<file path="config.mk">
export PLATFORM = sky130hd
export DESIGN_NAME = multicycle_control_fsm
export DESIGN_NICKNAME = d
export VERILOG_FILES = /design/src/rtl/mcu_pkg.sv /design/src/rtl/mcu_ctrl_decode.sv /design/src/rtl/multicycle_control_fsm.sv
export SDC_FILE = /design/constraint.sdc
export NUM_CORES = 1
export LEC_CHECK = 0
export BUFFER_PORTS_ARGS = -buffer_cell sky130_fd_sc_hd__buf_2
export CORE_MARGIN = 5
export CORE_UTILIZATION = 49
export CTS_BUF_LIST = sky130_fd_sc_hd__clkbuf_16
export CTS_CLUSTER_SIZE = 25
export DETAILED_ROUTE_END_ITERATION = 16
export GPL_TIMING_DRIVEN = 0
export PLACE_DENSITY = 0.82
export SETUP_SLACK_MARGIN = 0.05
export SKIP_CTS_REPAIR_TIMING = 1
export SLEW_MARGIN = 20
export SYNTH_ARGS = -nofsm -noshare
export SYNTH_HDL_FRONTEND = slang
export SYNTH_SLANG_ARGS = --single-unit
</file>
<file path="constraint.sdc">
create_clock -name clk -period 3.2 [get_ports clk]
set_clock_uncertainty 0.1 [all_clocks]
set_input_delay 0.48 -clock clk [delete_from_list [all_inputs] [get_ports clk]]
set_output_delay 0.48 -clock clk [all_outputs]
set_load 0.005 [all_outputs]
</file>
<file path="src/rtl/mcu_pkg.sv">
// Shared state, opcode, control-field encodings and control word for the multicycle MIPS control unit.
// Pure declarations: no latency, no flow control.
// Imported by mcu_ctrl_decode and multicycle_control_fsm.
package mcu_pkg;

   localparam logic [5:0] OP_RTYPE = 6'b000000;
   localparam logic [5:0] OP_LW    = 6'b100011;
   localparam logic [5:0] OP_SW    = 6'b101011;
   localparam logic [5:0] OP_BEQ   = 6'b000100;
   localparam logic [5:0] OP_BNE   = 6'b000101;
   localparam logic [5:0] OP_J     = 6'b000010;
   localparam logic [5:0] OP_ADDI  = 6'b001000;
   localparam logic [5:0] OP_ANDI  = 6'b001100;

   localparam logic [1:0] ALU_ADD   = 2'b00;
   localparam logic [1:0] ALU_SUB   = 2'b01;
   localparam logic [1:0] ALU_FUNCT = 2'b10;
   localparam logic [1:0] ALU_AND   = 2'b11;

   localparam logic [1:0] SRCB_RT      = 2'b00;
   localparam logic [1:0] SRCB_FOUR    = 2'b01;
   localparam logic [1:0] SRCB_IMM     = 2'b10;
   localparam logic [1:0] SRCB_IMM_SL2 = 2'b11;

   localparam logic [1:0] PCSRC_ALU    = 2'b00;
   localparam logic [1:0] PCSRC_ALUOUT = 2'b01;
   localparam logic [1:0] PCSRC_JUMP   = 2'b10;

   typedef enum logic [3:0] {
      S_IDLE, S_FETCH, S_DECODE, S_EXEC, S_ALUWB, S_ADDI_EX, S_ANDI_EX, S_IMMWB,
      S_MEMADR, S_MEMRD, S_MEMWB, S_MEMWR, S_BRANCH, S_JUMP, S_TRAP
   } state_t;

   typedef struct packed {
      logic       pc_en, iord, mem_read, mem_write, ir_write;
      logic       reg_dst, mem_to_reg, reg_write, alu_src_a;
      logic [1:0] alu_src_b;
      logic [1:0] alu_op;
      logic [1:0] pc_src;
      logic       instr_done, illegal;
   } ctrl_t;

   function automatic logic op_known(input logic [5:0] op);
      case (op)
         OP_RTYPE, OP_LW, OP_SW, OP_BEQ, OP_BNE, OP_J, OP_ADDI, OP_ANDI: return 1'b1;
         default: return 1'b0;
      endcase
   endfunction

endpackage

</file>
<file path="src/rtl/mcu_ctrl_decode.sv">
// Combinational state -> datapath control word, with stall gating of the commit strobes.
// Latency: zero cycles (pure decode of current state and inputs).
// Backpressure: stall zeroes pc_en/ir_write/reg_write/instr_done except in FETCH/MEMRD/MEMWR.
module mcu_ctrl_decode
   import mcu_pkg::*;
#(
   parameter int ILLEGAL_TRAP = 1
)(
   input  state_t     i_state,
   input  logic [5:0] i_opcode,
   input  logic       i_zero,
   input  logic       i_mem_ready,
   input  logic       i_stall,
   output ctrl_t      o_ctrl
);

   ctrl_t w_cw;
   logic  w_gate;

   always_comb begin
      w_cw   = '0;
      w_gate = 1'b1;
      case (i_state)
         S_FETCH: begin
            w_cw.mem_read  = 1'b1;
            w_cw.alu_src_b = SRCB_FOUR;
            w_cw.pc_src    = PCSRC_ALU;
            w_cw.ir_write  = i_mem_ready;
            w_cw.pc_en     = i_mem_ready;
            w_gate         = 1'b0;
         end
         S_DECODE: begin
            w_cw.alu_src_b  = SRCB_IMM_SL2;
            w_cw.alu_op     = ALU_ADD;
            // Unknown opcodes retire here as a NOP when trapping is disabled.
            w_cw.instr_done = (ILLEGAL_TRAP == 0) && !op_known(i_opcode);
         end
         S_EXEC: begin
            w_cw.alu_src_b = SRCB_RT;
            w_cw.alu_op    = ALU_FUNCT;
         end
         S_ALUWB: begin
            w_cw.reg_dst    = 1'b1;
            w_cw.reg_write  = 1'b1;
            w_cw.instr_done = 1'b1;
         end
         S_ADDI_EX: begin
            w_cw.alu_src_b = SRCB_IMM;
            w_cw.alu_op    = ALU_ADD;
         end
         S_ANDI_EX: begin
            w_cw.alu_src_b = SRCB_IMM;
            w_cw.alu_op    = ALU_AND;
         end
         S_IMMWB: begin
            w_cw.reg_write  = 1'b1;
            w_cw.instr_done = 1'b1;
         end
         S_MEMADR: begin
            w_cw.alu_src_a = 1'b1;
            w_cw.alu_src_b = SRCB_IMM;
         end
         S_MEMRD: begin
            w_cw.iord     = 1'b1;
            w_cw.mem_read = 1'b1;
            w_gate        = 1'b0;
         end
         S_MEMWB: begin
            w_cw.mem_to_reg = 1'b1;
            w_cw.reg_write  = 1'b1;
            w_cw.instr_done = 1'b1;
         end
         S_MEMWR: begin
            w_cw.iord       = 1'b1;
            w_cw.mem_write  = 1'b1;
            w_cw.instr_done = i_mem_ready;
            w_gate          = 1'b0;
         end
         S_BRANCH: begin
            w_cw.alu_src_a  = 1'b1;
            w_cw.alu_op     = ALU_SUB;
            w_cw.pc_src     = PCSRC_ALUOUT;
            w_cw.pc_en      = (i_opcode == OP_BEQ) ? i_zero : ~i_zero;
            w_cw.instr_done = 1'b1;
         end
         S_JUMP: begin
            w_cw.pc_en      = 1'b1;
            w_cw.pc_src     = PCSRC_JUMP;
            w_cw.instr_done = 1'b1;
         end
         S_TRAP:  w_cw.illegal = 1'b1;
         default: w_cw = '0;
      endcase
      if (w_gate && i_stall) begin
         w_cw.pc_en      = 1'b0;
         w_cw.ir_write   = 1'b0;
         w_cw.reg_write  = 1'b0;
         w_cw.instr_done = 1'b0;
      end
   end

   assign o_ctrl = w_cw;

endmodule

</file>
<file path="src/rtl/multicycle_control_fsm.sv">
// Multicycle MIPS control FSM; optional retired-instruction counter under MCU_RETIRE_CNT_EN.
// Latency: 3-5 cycles per instruction at mem_ready=1; outputs decoded from the current state.
// Backpressure: mem_ready stretches FETCH/MEMRD/MEMWR; stall freezes every other state.
module multicycle_control_fsm
   import mcu_pkg::*;
#(
   parameter int OPCODE_W     = 6,
   parameter int ALUOP_W      = 2,
   parameter int ILLEGAL_TRAP = 1
`ifdef MCU_RETIRE_CNT_EN
 , parameter int RET_CNT_W    = 32
`endif
)(
   input  logic                clk,
   input  logic                rst_n,
   input  logic [OPCODE_W-1:0] opcode,
   input  logic                zero,
   input  logic                mem_ready,
   input  logic                stall,
   output logic                pc_en,
   output logic                iord,
   output logic                mem_read,
   output logic                mem_write,
   output logic                ir_write,
   output logic                reg_dst,
   output logic                mem_to_reg,
   output logic                reg_write,
   output logic                alu_src_a,
   output logic [1:0]          alu_src_b,
   output logic [ALUOP_W-1:0]  alu_op,
   output logic [1:0]          pc_src,
   output logic                instr_done,
   output logic                illegal
`ifdef MCU_RETIRE_CNT_EN
 , output logic [RET_CNT_W-1:0] retired
`endif
);

   state_t     r_state;
   ctrl_t      w_cw;
   logic [5:0] w_op;

   assign w_op = opcode[5:0];

   // Successor for states that advance unconditionally once not stalled.
   function automatic state_t f_next(input state_t s, input logic [5:0] op);
      state_t n;
      n = s;
      case (s)
         S_DECODE: begin
            case (op)
               OP_RTYPE:       n = S_EXEC;
               OP_LW, OP_SW:   n = S_MEMADR;
               OP_BEQ, OP_BNE: n = S_BRANCH;
               OP_J:           n = S_JUMP;
               OP_ADDI:        n = S_ADDI_EX;
               OP_ANDI:        n = S_ANDI_EX;
               default:        n = (ILLEGAL_TRAP != 0) ? S_TRAP : S_FETCH;
            endcase
         end
         S_EXEC:                n = S_ALUWB;
         S_ADDI_EX, S_ANDI_EX:  n = S_IMMWB;
         S_MEMADR:              n = (op == OP_LW) ? S_MEMRD : S_MEMWR;
         S_ALUWB, S_IMMWB, S_MEMWB, S_BRANCH, S_JUMP: n = S_FETCH;
         default:               n = s;
      endcase
      return n;
   endfunction

   always_ff @(posedge clk or negedge rst_n) begin
      if (!rst_n) begin
         r_state <= S_IDLE;
      end else begin
         case (r_state)
            S_IDLE:  r_state <= S_FETCH;
            S_FETCH: if (mem_ready) r_state <= S_DECODE;
            S_MEMRD: if (mem_ready) r_state <= S_MEMWB;
            S_MEMWR: if (mem_ready) r_state <= S_FETCH;
            S_TRAP:  r_state <= S_TRAP;
            default: if (!stall) r_state <= f_next(r_state, w_op);
         endcase
      end
   end

   mcu_ctrl_decode #(.ILLEGAL_TRAP(ILLEGAL_TRAP)) u_decode (
      .i_state     (r_state),
      .i_opcode    (w_op),
      .i_zero      (zero),
      .i_mem_ready (mem_ready),
      .i_stall     (stall),
      .o_ctrl      (w_cw)
   );

   assign pc_en      = w_cw.pc_en;
   assign iord       = w_cw.iord;
   assign mem_read   = w_cw.mem_read;
   assign mem_write  = w_cw.mem_write;
   assign ir_write   = w_cw.ir_write;
   assign reg_dst    = w_cw.reg_dst;
   assign mem_to_reg = w_cw.mem_to_reg;
   assign reg_write  = w_cw.reg_write;
   assign alu_src_a  = w_cw.alu_src_a;
   assign alu_src_b  = w_cw.alu_src_b;
   assign alu_op     = ALUOP_W'(w_cw.alu_op);
   assign pc_src     = w_cw.pc_src;
   assign instr_done = w_cw.instr_done;
   assign illegal    = w_cw.illegal;

`ifdef MCU_RETIRE_CNT_EN
   logic [RET_CNT_W-1:0] r_retired;

   always_ff @(posedge clk or negedge rst_n) begin
      if (!rst_n)               r_retired <= '0;
      else if (w_cw.instr_done) r_retired <= r_retired + RET_CNT_W'(1);
   end

   assign retired = r_retired;
`endif

endmodule

</file>
# Word-level counts from Yosys, hierarchy flattened

Index checks and enable logic that the tools add are counted.

Word-level logic and storage cells: 70
Output and inout port bits: 17
Input bits: 11
Register bits after elaboration: 4

Reduce and logical (&&, ||, !) cells: 15
Equality and inequality tests: 25
Muxes and demuxes: 28
Bitwise gates (word level): 1

Operator list:

| kind               | number |
|---|---|
| $pmux 4 s5         | 2 |
| $eq 4x4->1 const B | 7 |
| $pmux 4 s6         | 1 |
| $eq 4x3->1 const B | 4 |
| $mux 4             | 4 |
| $mux 1             | 15 |
| $eq 6x3->1 const B | 2 |
| $eq 6x4->1 const B | 2 |
| $eq 6x6->1 const B | 2 |
| $pmux 2 s3         | 2 |
| $reduce_or 2->1    | 6 |
| $reduce_bool 10->1 | 1 |
| $reduce_or 3->1    | 3 |
| $eq 4x2->1 const B | 2 |
| $eq 6x2->1 const B | 1 |
| $logic_not 6->1    | 1 |
| $ne 2x2->1 const B | 3 |
| $ne 6x1->1 const B | 1 |
| $reduce_and 5->1   | 1 |
| $reduce_or 5->1    | 1 |
| $eq 4x1->1 const B | 1 |
| $logic_not 4->1    | 1 |
| $pmux 2 s2         | 1 |
| $pmux 1 s3         | 1 |
| 4 further kinds    | 4 |

# Depth between registers and ports, before layout

Gate-level depths: netlist of run 1.

Depth after elaboration: 6
Gate-level depth with buffers: 6
Mapped depth without buffers: 5

# Hierarchy

A second synthesis of run 1 with hierarchy kept.

Cell total of the unflattened synthesis: 109
Area, all modules: 760.7 µm²

Modules (own cells, without submodules):

| module                 | sequential area each (µm²) | cells an instance | instances | area an instance (µm²) |
|---|---|---|---|---|
| multicycle_control_fsm | 100.1                      | 62                | 1         | 465.4 |
| mcu_ctrl_decode        | 0.0                        | 47                | 1         | 295.3 |

# Least setup slack after synthesis of run 1

Ideal clock, no wire load.

Kind: input to output
Start: input opcode[0]
End: output pc_en
Data arrival time: 1.671 ns
Data required time: 2.620 ns
Buffers on the path: 0
Path slack: 0.949 ns
Cell stages on the path: 5
Cells stage by stage: or4_1 -> nor3b_1 -> xor2_1 -> a21oi_1 -> o211a_1

Cells in the longest elaborated chain, start to end: 4

Ends and longest elaborated chain:

| item        | line                         | source |
|---|---|---|
| from (decl) | multicycle_control_fsm.sv:16 | `input logic [OPCODE_W-1:0] opcode,` |
| $eq 6x3->1  | mcu_ctrl_decode.sv:83        | `w_cw.pc_en = (i_opcode == OP_BEQ) ? i_zero : ~i_zero;` |
| $mux 1      | mcu_ctrl_decode.sv:83        |  |
| $pmux 1 s3  | mcu_ctrl_decode.sv:23        | `case (i_state)` |
| $mux 1      | mcu_ctrl_decode.sv:94        | `if (w_gate && i_stall) begin` |
| to (decl)   | multicycle_control_fsm.sv:20 | `output logic pc_en,` |

Every way passes these cells.

# Worst setup path in the final report of run 1

Ends and elaborated chain as after synthesis.

==> impl_metrics.prom, run 1 <==
# TYPE chip_impl_metric gauge
chip_impl_info{name="run_status",value="finished clean"} 1
chip_impl_metric{name="place.detailed.hpwl",unit="mm"} 1.61
chip_impl_metric{name="ff2ff_setup_slack",unit="ns"} 1.12
chip_impl_metric{name="worst_slew_pin_slew",unit="ns"} 0.518
chip_impl_metric{name="placement.io_buffers",unit=""} 27
chip_impl_metric{name="worst_r2r_path_depth",unit=""} 6
chip_impl_metric{name="vias_per_cell",unit=""} 6.62
chip_impl_metric{name="number_of_flops_mapped_to_enable_cells_by_yosys",unit=""} 0
chip_impl_metric{name="setup_tns",unit="ns"} 0
chip_impl_metric{name="detail_route.drc_violations",unit=""} 0
chip_impl_metric{name="comb_power_share",unit="%"} 8.5
chip_impl_info{name="biggestRegsByFlops",value="r_state: 4 flops"} 1
chip_impl_metric{name="place_congestion",unit=""} 0.888
chip_impl_metric{name="powerDensity",unit="nW/um^2"} 302
chip_impl_metric{name="syn2layout_area_growth",unit="%"} 36.9
chip_impl_metric{name="power",unit="uW"} 268
chip_impl_metric{name="seq_power_share",unit="%"} 19.0
chip_impl_metric{name="drive_above_1_share",unit="%"} 27.9
chip_impl_metric{name="die_width",unit="um"} 46.4
chip_impl_metric{name="dr_total_vias",unit=""} 953
chip_impl_metric{name="clock_tree.buffer_depth",unit=""} 2
chip_impl_metric{name="yosys.cell_types.count",unit=""} 41
chip_impl_metric{name="clk-insertion-delay-late",unit="ns"} 0.22
chip_impl_metric{name="pre_cts_ws",unit="ns"} 0.678
chip_impl_metric{name="ys_warns",unit=""} 0
chip_impl_info{name="crit_path_start_kind",value="input pin"} 1
chip_impl_metric{name="fp-row-count",unit=""} 13
chip_impl_metric{name="p_leak",unit="nW"} 0.409
chip_impl_metric{name="largest_reg_flops",unit=""} 4
chip_impl_metric{name="setup_viol_count_final",unit=""} 0
chip_impl_metric{name="sum_of_routed_wire_length_over_all_layers",unit="mm"} 2.23
chip_impl_metric{name="grt_overflow_total",unit=""} 0
chip_impl_info{name="r2r_startpoint",value="r_state[1]$_DFFE_PN0P_"} 1
chip_impl_metric{name="async_reset_ff_share",unit="%"} 100
chip_impl_metric{name="grt_max_degree",unit=""} 11
chip_impl_metric{name="drt_pass1_iterations",unit=""} 4
chip_impl_metric{name="globalRouteTotalUtil",unit="%"} 22.2
chip_impl_metric{name="starting_density_of_the_core",unit="%"} 51.1
chip_impl_metric{name="synthesized_netlist_net_count",unit=""} 109
chip_impl_metric{name="drt_first_iter_violations",unit=""} 47
chip_impl_info{name="most_common_library_cell_in_the_layout_ignoring_fill_and_taps",value="sky130_fd_sc_hd__buf_2"} 1
chip_impl_info{name="min_path_type",value="in2async"} 1
chip_impl_metric{name="finalMaxSlewViolations",unit=""} 0
chip_impl_metric{name="critical_path_arrival",unit="ns"} 1.94
chip_impl_metric{name="internal_power_contribution",unit="uW"} 221
chip_impl_metric{name="route.detailed.wl_per_inst",unit="um"} 15.5
chip_impl_metric{name="power_switching",unit="uW"} 47.3
chip_impl_metric{name="netlist_instances",unit=""} 98
chip_impl_metric{name="post-route-worst-setup-slack",unit="ns"} 0.679
chip_impl_metric{name="ios",unit=""} 28
chip_impl_metric{name="syn_area",unit="um^2"} 648
chip_impl_metric{name="antenna_found_initial",unit=""} 0
chip_impl_metric{name="max_cap_violations",unit=""} 0
chip_impl_metric{name="dieArea",unit="um^2"} 2150
chip_impl_info{name="ys.flop_type",value="sky130_fd_sc_hd__dfrtp_1"} 1
chip_impl_metric{name="relSlewSlack",unit="%"} 65.4
chip_impl_info{name="critical_path_class",value="in2out"} 1
chip_impl_metric{name="grt_first_pass_wirelength",unit="mm"} 3.54
chip_impl_metric{name="clk_pin_slew",unit="ns"} 0.03
chip_impl_metric{name="clock.fmax",unit="MHz"} 397
chip_impl_metric{name="endpoints_failing_hold",unit=""} 0
chip_impl_info{name="cts_tree",value="done"} 1
chip_impl_metric{name="power.switching_fraction",unit="%"} 17.7
chip_impl_metric{name="placeable_core_area",unit="um^2"} 1270
chip_impl_info{name="mostFrequentLayoutCells",value="sky130_fd_sc_hd__buf_2, sky130_fd_sc_hd__nor2_1, sky130_fd_sc_hd__nand2_1"} 1
chip_impl_metric{name="via_count_of_the_first_global_routing_pass",unit=""} 829
chip_impl_info{name="top_register",value="r_state"} 1
chip_impl_metric{name="antenna_cells",unit=""} 0
chip_impl_metric{name="worstPathMaxFanout",unit=""} 5
chip_impl_metric{name="finalCriticalPeriod",unit="ns"} 2.52
chip_impl_metric{name="fin_crit_sh",unit="%"} 78.8
chip_impl_metric{name="drtAntennaViolNets",unit=""} 0
chip_impl_metric{name="chipHeight",unit="um"} 46.4
chip_impl_metric{name="avg_inst_size_synth",unit="um^2"} 6.61
chip_impl_metric{name="layout.nets",unit=""} 142
chip_impl_metric{name="tritoncts.num_buffers",unit=""} 3
chip_impl_info{name="crit-reg2reg-capture",value="r_state[2]$_DFFE_PN0P_"} 1
chip_impl_metric{name="clkPwrFrac",unit="%"} 72.5
chip_impl_info{name="clk_root_buffer_cell",value="sky130_fd_sc_hd__clkbuf_16"} 1
chip_impl_info{name="grt_setup_unrepaired",value="no"} 1
chip_impl_metric{name="clock_sinks",unit=""} 4
chip_impl_info{name="crit_path_start",value="opcode[0]"} 1
chip_impl_metric{name="ys_seq_area_share",unit="%"} 15.4
chip_impl_metric{name="ir_worst_vdd",unit="V"} 0.000261
chip_impl_metric{name="h-tree-depth",unit=""} 1
chip_impl_metric{name="timing.critical_path.required",unit="ns"} 2.62
chip_impl_metric{name="ys_seq_elements",unit=""} 4
chip_impl_info{name="crit_path_end_kind",value="output port"} 1
==> final cells by class <==
cell class,instances,area [um^2]
multi-input combinational,83,503
fill,114,382
timing repair buffer,28,145
sequential,4,100
clock buffer,3,75.1
buffer,7,30.0
tap,15,18.8
inverter,4,15.0
==> metrics by stage <==
step	hold slack, ns	util (%)	std cells	cell area, um^2
6_report	0.490	69.9	144	887
5_1_grt	0.520	69.9	144	887
4_1_cts	-0.0440	69.1	143	877
3_5_place_dp	0.188	63.2	140	802
3_3_place_gp	0.183	63.2	140	802
2_1_floorplan	0.0844	-	98	648
==> critical path: stages <==
cell and delay (ns):
sky130_fd_sc_hd__buf_2 0.12, sky130_fd_sc_hd__or4_1 0.54, sky130_fd_sc_hd__nor3b_1 0.24, sky130_fd_sc_hd__xor2_1 0.17, sky130_fd_sc_hd__a21oi_1 0.08, sky130_fd_sc_hd__o211a_1 0.20, sky130_fd_sc_hd__buf_2 0.12
==> power by group through the flow <==
stage	logic (mW)	clock network, mW	registers, mW
5_1_grt	0.0258	0.201	0.0509
6_report	0.0229	0.194	0.0509
2_1_floorplan	0.00766	0	0.0515
4_1_cts	0.0218	0.194	0.0509
3_5_place_dp	0.0215	0	0.0515
3_3_place_gp	0.0202	0	0.0515
==> logic make-up (layout without fill, tap and decap cells) <==
logic type      Yosys count  in the layout  synth area share (%)
simple gates             45             45                  35.1
compound gates           35             35                  38.4
buf+inv                  11             42                  6.95
flops                     4              4                  15.4
xor+xnor                  3              3                  4.05
==> cell usage after synthesis (all sizes together) (2+ instances only) <==
| cell type | count | share of area, % |
|---|---|---|
| clkbuf | 3 | 1.7 |
| nor4 | 2 | 2.9 |
| nor2b | 2 | 1.9 |
| a21oi | 6 | 4.6 |
| dfrtp | 4 | 15 |
| buf | 4 | 2.9 |
| a31oi | 2 | 1.9 |
| nand2 | 12 | 6.9 |
| nor3 | 2 | 1.5 |
| o21ai | 9 | 6.9 |
| or4 | 4 | 4.6 |
| nand2b | 2 | 1.9 |
| a221oi | 3 | 5.0 |
| a21boi | 2 | 2.3 |
| o41ai | 2 | 2.7 |
| nand3 | 2 | 1.5 |
| nor2 | 14 | 8.1 |
| xnor2 | 2 | 2.7 |
| inv | 4 | 2.3 |
==> worst max-delay path by stage <==
stage / to / slack (ns) / cells past startpoint
finish: pc_en / 0.68 / 7
CTS: pc_en / 0.66 / 7
global route: pc_en / 0.56 / 7
detailed placement: pc_en / 0.68 / 7
floorplan: pc_en / 0.95 / 5
global placement: pc_en / 0.68 / 7
==> routing by layer <==
| metal | GRT usage (%) | part of all wire, % | vias to the layer above |
|---|---|---|---|
| met5 | 0 | 0 | - |
| met4 | 13.1 | 2.4 | 0 |
| met3 | 2.73 | 12 | 12 |
| met2 | 34.6 | 46 | 66 |
| met1 | 28.9 | 40 | 441 |
| li1 | - | - | 434 |
Note: power is estimated with default switching activity, not from simulation.
==> run 2, diff against run 1 <==
- CORE_UTILIZATION: 49 -> 41
- PLACE_DENSITY: 0.82 -> 0.73
- clock period: 3.2 -> 2.3 ns (I/O delays scaled with it)
==> run 2 against run 1 <==
Combinational power rose by 61%. Via count fell by 3.5%. Critical endpoint unchanged. Sequential cell count did not move. Routed wire length fell by 0.27%. Setup slack got worse by 0.57 ns. Non-clock buffer count rose by 1. First-iteration DRC count fell by 30%. Cell count rose by 1.4%. Global-route usage fell by 4.6 points. Largest cell class unchanged. Critical path type unchanged.
==> impl_metrics.prom, run 2 (same netlist as run 1, synthesis figures left out) <==
# TYPE chip_impl_metric gauge
chip_impl_info{name="run_status",value="finished clean"} 1
chip_impl_metric{name="clock_tree.buffer_depth",unit=""} 2
chip_impl_info{name="crit_path_start_kind",value="input pin"} 1
chip_impl_metric{name="syn2layout_area_growth",unit="%"} 43.4
chip_impl_metric{name="route.detailed.wl_per_inst",unit="um"} 15.2
chip_impl_metric{name="h-tree-depth",unit=""} 1
chip_impl_info{name="min_path_type",value="in2async"} 1
chip_impl_metric{name="vias_per_cell",unit=""} 6.30
chip_impl_metric{name="worstPathMaxFanout",unit=""} 5
chip_impl_metric{name="power_switching",unit="uW"} 69.2
chip_impl_metric{name="finalMaxSlewViolations",unit=""} 0
chip_impl_metric{name="clk_pin_slew",unit="ns"} 0.03
chip_impl_metric{name="via_count_of_the_first_global_routing_pass",unit=""} 811
chip_impl_metric{name="finalCriticalPeriod",unit="ns"} 2.19
chip_impl_metric{name="detail_route.drc_violations",unit=""} 0
chip_impl_metric{name="clock_sinks",unit=""} 4
chip_impl_metric{name="clk-insertion-delay-late",unit="ns"} 0.23
chip_impl_info{name="grt_setup_unrepaired",value="yes"} 1
chip_impl_metric{name="p_leak",unit="nW"} 0.432
chip_impl_metric{name="relSlewSlack",unit="%"} 61.9
chip_impl_metric{name="layout.nets",unit=""} 143
chip_impl_metric{name="drive_above_1_share",unit="%"} 32.3
chip_impl_metric{name="power.switching_fraction",unit="%"} 18.2
chip_impl_metric{name="critical_path_arrival",unit="ns"} 1.75
chip_impl_metric{name="endpoints_failing_hold",unit=""} 0
chip_impl_metric{name="antenna_found_initial",unit=""} 0
chip_impl_info{name="maxUsedRoutingLayer",value="met4"} 1
chip_impl_metric{name="dieArea",unit="um^2"} 2480
chip_impl_metric{name="drtAntennaViolNets",unit=""} 0
chip_impl_metric{name="place_congestion",unit=""} 0.954
chip_impl_info{name="crit_path_end_kind",value="output port"} 1
chip_impl_metric{name="die_width",unit="um"} 49.8
chip_impl_metric{name="starting_density_of_the_core",unit="%"} 43.0
chip_impl_metric{name="drt_pass1_iterations",unit=""} 4
chip_impl_metric{name="met2_wirelength",unit="mm"} 1.07
chip_impl_metric{name="place.detailed.hpwl",unit="mm"} 1.52
chip_impl_metric{name="powerDensity",unit="nW/um^2"} 410
chip_impl_info{name="top_register",value="r_state"} 1
chip_impl_metric{name="tritoncts.num_buffers",unit=""} 3
chip_impl_metric{name="ir_worst_vdd",unit="V"} 0.000361
chip_impl_info{name="most_common_library_cell_in_the_layout_ignoring_fill_and_taps",value="sky130_fd_sc_hd__buf_2"} 1
chip_impl_metric{name="globalRouteTotalUtil",unit="%"} 17.7
chip_impl_metric{name="seq_power_share",unit="%"} 18.6
chip_impl_metric{name="clkPwrFrac",unit="%"} 71.7
chip_impl_metric{name="placeable_core_area",unit="um^2"} 1510
chip_impl_metric{name="power",unit="uW"} 381
chip_impl_metric{name="fill_cells",unit=""} 148
chip_impl_metric{name="timing.critical_path.required",unit="ns"} 1.86
chip_impl_info{name="mostFrequentLayoutCells",value="sky130_fd_sc_hd__buf_2, sky130_fd_sc_hd__nor2_1, sky130_fd_sc_hd__nand2_1"} 1
chip_impl_metric{name="grt_overflow_total",unit=""} 0
chip_impl_metric{name="dr_wl_met3",unit="um"} 192
chip_impl_metric{name="drt_first_iter_violations",unit=""} 33
chip_impl_metric{name="setup_tns",unit="ns"} 0
chip_impl_metric{name="worst_slew_pin_slew",unit="ns"} 0.570
chip_impl_metric{name="grt_max_degree",unit=""} 11
chip_impl_info{name="critical_path_class",value="in2out"} 1
chip_impl_metric{name="largest_reg_flops",unit=""} 4
chip_impl_metric{name="holdWs",unit="ns"} 0.353
chip_impl_metric{name="chipHeight",unit="um"} 49.8
chip_impl_metric{name="comb_power_share",unit="%"} 9.7
chip_impl_metric{name="ios",unit=""} 28
chip_impl_metric{name="total_routed_wire_length_on_the_met1_layer",unit="um"} 933
chip_impl_info{name="clk_root_buffer_cell",value="sky130_fd_sc_hd__clkbuf_16"} 1
chip_impl_metric{name="postPlaceCellArea",unit="um^2"} 803
chip_impl_metric{name="max_cap_violations",unit=""} 0
chip_impl_metric{name="antenna_cells",unit=""} 0
chip_impl_metric{name="sum_of_routed_wire_length_over_all_layers",unit="mm"} 2.22
chip_impl_metric{name="dr_total_vias",unit=""} 920
chip_impl_metric{name="final_cell_area",unit="um^2"} 930
chip_impl_metric{name="setup_viol_count_final",unit=""} 0
chip_impl_metric{name="grt_first_pass_wirelength",unit="mm"} 3.59
chip_impl_metric{name="placement.io_buffers",unit=""} 27
chip_impl_info{name="cts_tree",value="done"} 1
chip_impl_metric{name="clock.fmax",unit="MHz"} 456
chip_impl_metric{name="fin_crit_sh",unit="%"} 95.3
chip_impl_info{name="biggestRegsByFlops",value="r_state: 4 flops"} 1
chip_impl_metric{name="fp-row-count",unit=""} 14
chip_impl_metric{name="internal_power_contribution",unit="uW"} 312
-- run 2: critical path: stages --
cell and delay [ns]:
sky130_fd_sc_hd__buf_8 0.10, sky130_fd_sc_hd__or4_4 0.53, sky130_fd_sc_hd__nor3b_2 0.21, sky130_fd_sc_hd__xor2_1 0.15
sky130_fd_sc_hd__a21oi_1 0.08, sky130_fd_sc_hd__o211a_1 0.22, sky130_fd_sc_hd__buf_2 0.12
-- run 2: final timing paths --
| kind | slack (ns) | to | cells past startpoint | start |
|---|---|---|---|---|
| max in group asynchronous | 1.63 | r_state[0]$_DFFE_PN0P_ | 2 | rst_n |
| hold reg to reg | 0.69 | r_state[1]$_DFFE_PN0P_ | 3 | r_state[1]$_DFFE_PN0P_ |
| setup / recovery | 0.11 | pc_en | 7 | opcode[5] |
| min in group clk | 0.52 | r_state[1]$_DFFE_PN0P_ | 4 | opcode[4] |
| setup reg to reg | 0.22 | r_state[2]$_DFFE_PN0P_ | 6 | r_state[1]$_DFFE_PN0P_ |
| hold / removal | 0.35 | r_state[3]$_DFFE_PN0P_ | 2 | rst_n |
-- run 2: final cells by class --
cell class	instances	area, um^2	area share (%)
Tap cell	16	20.0	2.15
Timing Repair Buffer	29	169	18.2
Buffer	7	35.0	3.77
Multi-Input combinational cell	83	515	55.5
Sequential cell	4	100	10.8
Inverter	4	15.0	1.62
Clock buffer	3	75.1	8.08
-- run 2: power groups by stage --
stage	logic (mW)	registers (mW)	clock network [mW]
floorplan	0.0107	0.0717	0
global placement	0.0285	0.0717	0
detailed placement	0.0292	0.0717	0
CTS	0.0297	0.0709	0.276
global route	0.0408	0.0708	0.285
finish	0.0369	0.0709	0.273
-- run 2: per-layer routing --
| metal | global-route usage, % | vias up |
|---|---|---|
| met5 | 0 | - |
| met4 | 6.99 | 0 |
| met3 | 1.81 | 5 |
| met2 | 28.4 | 59 |
| met1 | 23.8 | 418 |
| li1 | - | 438 |
-- run 2: through the flow --
| stage | util (%) | setup slack (ns) | std cells |
|---|---|---|---|
| final | 61.7 | 0.108 | 146 |
| after global routing | 61.7 | 0.0264 | 146 |
| after CTS | 58.3 | 0.00846 | 144 |
| after detailed placement | 53.3 | 0.0383 | 141 |
| after global placement | 53.3 | 0.0478 | 141 |
| after floorplan | - | 0.319 | 98 |
==> run 3, diff against run 2 <==
- CORE_UTILIZATION: 41 -> 44
- PLACE_DENSITY: 0.73 -> 0.75
- SYNTH_HIERARCHICAL: not set -> 1
==> run 3 against run 2 <==
Register-to-register slack better by 0.16 ns. Critical path depth down 1. Cell count up 8.2%. Clock power down 2%. Routed wire length down 14%. Via count down 3.9%. Final area up 9.4%. Synthesized cell count up 11%. Largest power group is now combinational cells.
==> impl_metrics.prom, run 3 <==
# TYPE chip_impl_metric gauge
chip_impl_info{name="crit_path_end_kind",value="output port"} 1
chip_impl_info{name="min_path_type",value="in2async"} 1
chip_impl_metric{name="clock.fmax",unit="MHz"} 472
chip_impl_metric{name="power",unit="mW"} 1.37
chip_impl_metric{name="fin_crit_sh",unit="%"} 92.1
chip_impl_info{name="synth_top_cells_by_count",value="sky130_fd_sc_hd__nor2_1, sky130_fd_sc_hd__nand2_1, sky130_fd_sc_hd__nand2b_1, sky130_fd_sc_hd__a21oi_1"} 1
chip_impl_metric{name="syn_area",unit="um^2"} 761
chip_impl_metric{name="relSlewSlack",unit="%"} 74.9
chip_impl_metric{name="route.detailed.wl_per_inst",unit="um"} 12.2
chip_impl_metric{name="syn2layout_area_growth",unit="%"} 33.7
chip_impl_metric{name="drtAntennaViolNets",unit=""} 0
chip_impl_metric{name="clk-insertion-delay-late",unit="ns"} 0.22
chip_impl_metric{name="fp-row-count",unit=""} 15
chip_impl_metric{name="total_instance_count_after_detailed_placement",unit=""} 153
chip_impl_metric{name="drive_above_1_share",unit="%"} 32.6
chip_impl_metric{name="placement.io_buffers",unit=""} 27
chip_impl_metric{name="synth.top_cell.area_share",unit="%"} 13.2
chip_impl_metric{name="detail_route.drc_violations",unit=""} 0
chip_impl_info{name="crit_path_start_kind",value="flip-flop"} 1
chip_impl_metric{name="dr_total_vias",unit=""} 884
chip_impl_metric{name="h-tree-depth",unit=""} 1
chip_impl_metric{name="finalMaxSlewViolations",unit=""} 0
chip_impl_metric{name="yosys.cell_types.count",unit=""} 45
chip_impl_info{name="top_register",value="r_state"} 1
chip_impl_metric{name="setup_viol_count_final",unit=""} 0
chip_impl_metric{name="globalRouteTotalUtil",unit="%"} 13.7
chip_impl_info{name="most_common_library_cell_in_the_layout_ignoring_fill_and_taps",value="sky130_fd_sc_hd__buf_2"} 1
chip_impl_metric{name="die_width",unit="um"} 51.6
chip_impl_metric{name="critical_path_arrival",unit="ns"} 1.67
chip_impl_metric{name="grt_max_degree",unit=""} 11
chip_impl_metric{name="tritoncts.num_buffers",unit=""} 3
chip_impl_metric{name="number_of_flops_mapped_to_enable_cells_by_yosys",unit=""} 0
chip_impl_metric{name="antenna_found_initial",unit=""} 0
chip_impl_metric{name="placeable_core_area",unit="um^2"} 1690
chip_impl_metric{name="worst_r2r_path_depth",unit=""} 7
chip_impl_metric{name="max_cap_violations",unit=""} 0
chip_impl_info{name="cts_tree",value="done"} 1
chip_impl_metric{name="clock_tree.buffer_depth",unit=""} 2
chip_impl_metric{name="largest_reg_flops",unit=""} 4
chip_impl_metric{name="starting_density_of_the_core",unit="%"} 45.0
chip_impl_info{name="biggestRegsByFlops",value="r_state: 4 flops"} 1
chip_impl_metric{name="chipHeight",unit="um"} 51.6
chip_impl_metric{name="p_leak",unit="nW"} 0.467
chip_impl_metric{name="avg_inst_size_synth",unit="um^2"} 6.98
chip_impl_metric{name="synthesized_netlist_net_count",unit=""} 120
chip_impl_info{name="run_status",value="finished clean"} 1
chip_impl_metric{name="ys_seq_elements",unit=""} 4
chip_impl_metric{name="grt_overflow_total",unit=""} 0
chip_impl_metric{name="async_reset_ff_share",unit="%"} 100
chip_impl_metric{name="timing.critical_path.required",unit="ns"} 1.86
chip_impl_metric{name="via_count_of_the_first_global_routing_pass",unit=""} 745
chip_impl_info{name="most_area_hungry_cell_type_in_the_yosys_netlist",value="sky130_fd_sc_hd__dfrtp_1"} 1
chip_impl_metric{name="ir_worst_vdd",unit="V"} 0.000661
chip_impl_metric{name="powerDensity",unit="nW/um^2"} 1340
chip_impl_metric{name="vias_per_cell",unit=""} 5.59
chip_impl_metric{name="ys_seq_area_share",unit="%"} 13.2
chip_impl_metric{name="sum_of_routed_wire_length_over_all_layers",unit="mm"} 1.92
chip_impl_info{name="ys.flop_type",value="sky130_fd_sc_hd__dfrtp_1"} 1
chip_impl_info{name="mostFrequentLayoutCells",value="sky130_fd_sc_hd__buf_2, sky130_fd_sc_hd__nor2_1, sky130_fd_sc_hd__nand2_1, sky130_fd_sc_hd__nand2b_1, sky130_fd_sc_hd__a21oi_1"} 1
chip_impl_metric{name="drt_pass1_iterations",unit=""} 4
chip_impl_metric{name="clk_pin_slew",unit="ns"} 0.03
chip_impl_metric{name="endpoints_failing_hold",unit=""} 0
chip_impl_info{name="crit-reg2reg-capture",value="r_state[0]$_DFFE_PN0P_"} 1
chip_impl_info{name="grt_setup_unrepaired",value="no"} 1
chip_impl_info{name="synth_top_cells_by_area",value="sky130_fd_sc_hd__dfrtp_1, sky130_fd_sc_hd__nor2_1, sky130_fd_sc_hd__nand2b_1"} 1
chip_impl_info{name="critical_path_class",value="reg2out"} 1
chip_impl_metric{name="place.detailed.hpwl",unit="mm"} 1.50
chip_impl_metric{name="layout.nets",unit=""} 154
chip_impl_metric{name="netlist_instances",unit=""} 109
chip_impl_metric{name="ios",unit=""} 28
chip_impl_metric{name="worstPathMaxFanout",unit=""} 9
chip_impl_metric{name="ys_warns",unit=""} 6
chip_impl_metric{name="grt_first_pass_wirelength",unit="mm"} 2.95
chip_impl_metric{name="antenna_cells",unit=""} 0
chip_impl_metric{name="dieArea",unit="um^2"} 2660
chip_impl_metric{name="finalCriticalPeriod",unit="ns"} 2.12
chip_impl_metric{name="ff2ff_setup_slack",unit="ns"} 0.38
chip_impl_metric{name="worst_slew_pin_slew",unit="ns"} 0.377
chip_impl_info{name="post-synth-top-count-cell",value="sky130_fd_sc_hd__nor2_1"} 1
chip_impl_metric{name="drt_first_iter_violations",unit=""} 9
chip_impl_metric{name="place_congestion",unit=""} 0.856
chip_impl_metric{name="clock_sinks",unit=""} 4
chip_impl_info{name="r2r_startpoint",value="r_state[1]$_DFFE_PN0P_"} 1
chip_impl_info{name="clk_root_buffer_cell",value="sky130_fd_sc_hd__clkbuf_16"} 1
chip_impl_metric{name="fin_cells",unit=""} 158
[run 3: through the flow]
step	hold slack, ns	setup WS (ns)	cell area [um^2]	utilization, %	setup TNS [ns]
after floorplan	-0.0506	0.468	761	-	0
after CTS	-0.181	-0.0219	992	58.7	-0.0219
after global placement	0.0469	0.231	917	54.3	0
after detailed placement	0.0496	0.219	917	54.3	0
after global routing	0.385	0.0862	1020	60.2	0
final	0.358	0.182	1020	60.2	0
[run 3: area by class of cell]
cell class	count	area, um^2
fill	164	672
tap	17	21.3
multi-input combinational	92	592
clock buffer	3	75.1
timing repair buffer	29	153
inverter	4	15.0
sequential	4	101
buffer	9	60.1
[run 3: worst max path at each step]
stage,start,endpoint,depth (start not counted)
2_1_floorplan,r_state[2]$_DFFE_PN0P_,pc_en,5
3_3_place_gp,r_state[2]$_DFFE_PN0P_,pc_en,6
3_5_place_dp,r_state[2]$_DFFE_PN0P_,pc_en,6
4_1_cts,r_state[2]$_DFFE_PN0P_,pc_en,6
5_1_grt,r_state[3]$_DFFE_PN0P_,pc_en,6
6_report,r_state[3]$_DFFE_PN0P_,pc_en,6
[run 3: report_power, final]
part | internal [mW] | leakage, nW | switching, mW
Combinational | 0.448 | 0.384 | 0.498
Sequential | 0.109 | 0.0457 | 0.0454
Clock | 0.222 | 0.0370 | 0.0455
[run 3: critical path: stages, from the launching register on]
cell and delay [ns]:
sky130_fd_sc_hd__dfrtp_1 0.33, sky130_fd_sc_hd__buf_2 0.19, sky130_fd_sc_hd__nand2_1 0.14, sky130_fd_sc_hd__a2bb2oi_1 0.17, sky130_fd_sc_hd__a2111oi_1 0.37, sky130_fd_sc_hd__a31o_1 0.14, sky130_fd_sc_hd__buf_2 0.10
[run 3: logic make-up (layout without fill, tap and decap cells)]
logic type | after synthesis | after routing | synth area share [%]
xor gates and xnor gates | 5 | 5 | 5.76
AOI/OAI and AO/OA | 29 | 29 | 27.3
muxes | 4 | 4 | 5.59
buffers and inverters | 13 | 45 | 9.54
DFF | 4 | 4 | 13.2
and+or+nand+nor | 54 | 54 | 38.7
[run 3: metal layers]
| layer | vias to the layer above | share of wire (%) | track usage, % |
|---|---|---|---|
| met4 | 0 | 0 | 2.62 |
| met5 | - | 0 | 0 |
| met3 | 0 | 5.9 | 2.01 |
| li1 | 460 | - | - |
| met1 | 396 | 46 | 16.0 |
| met2 | 28 | 48 | 26.1 |
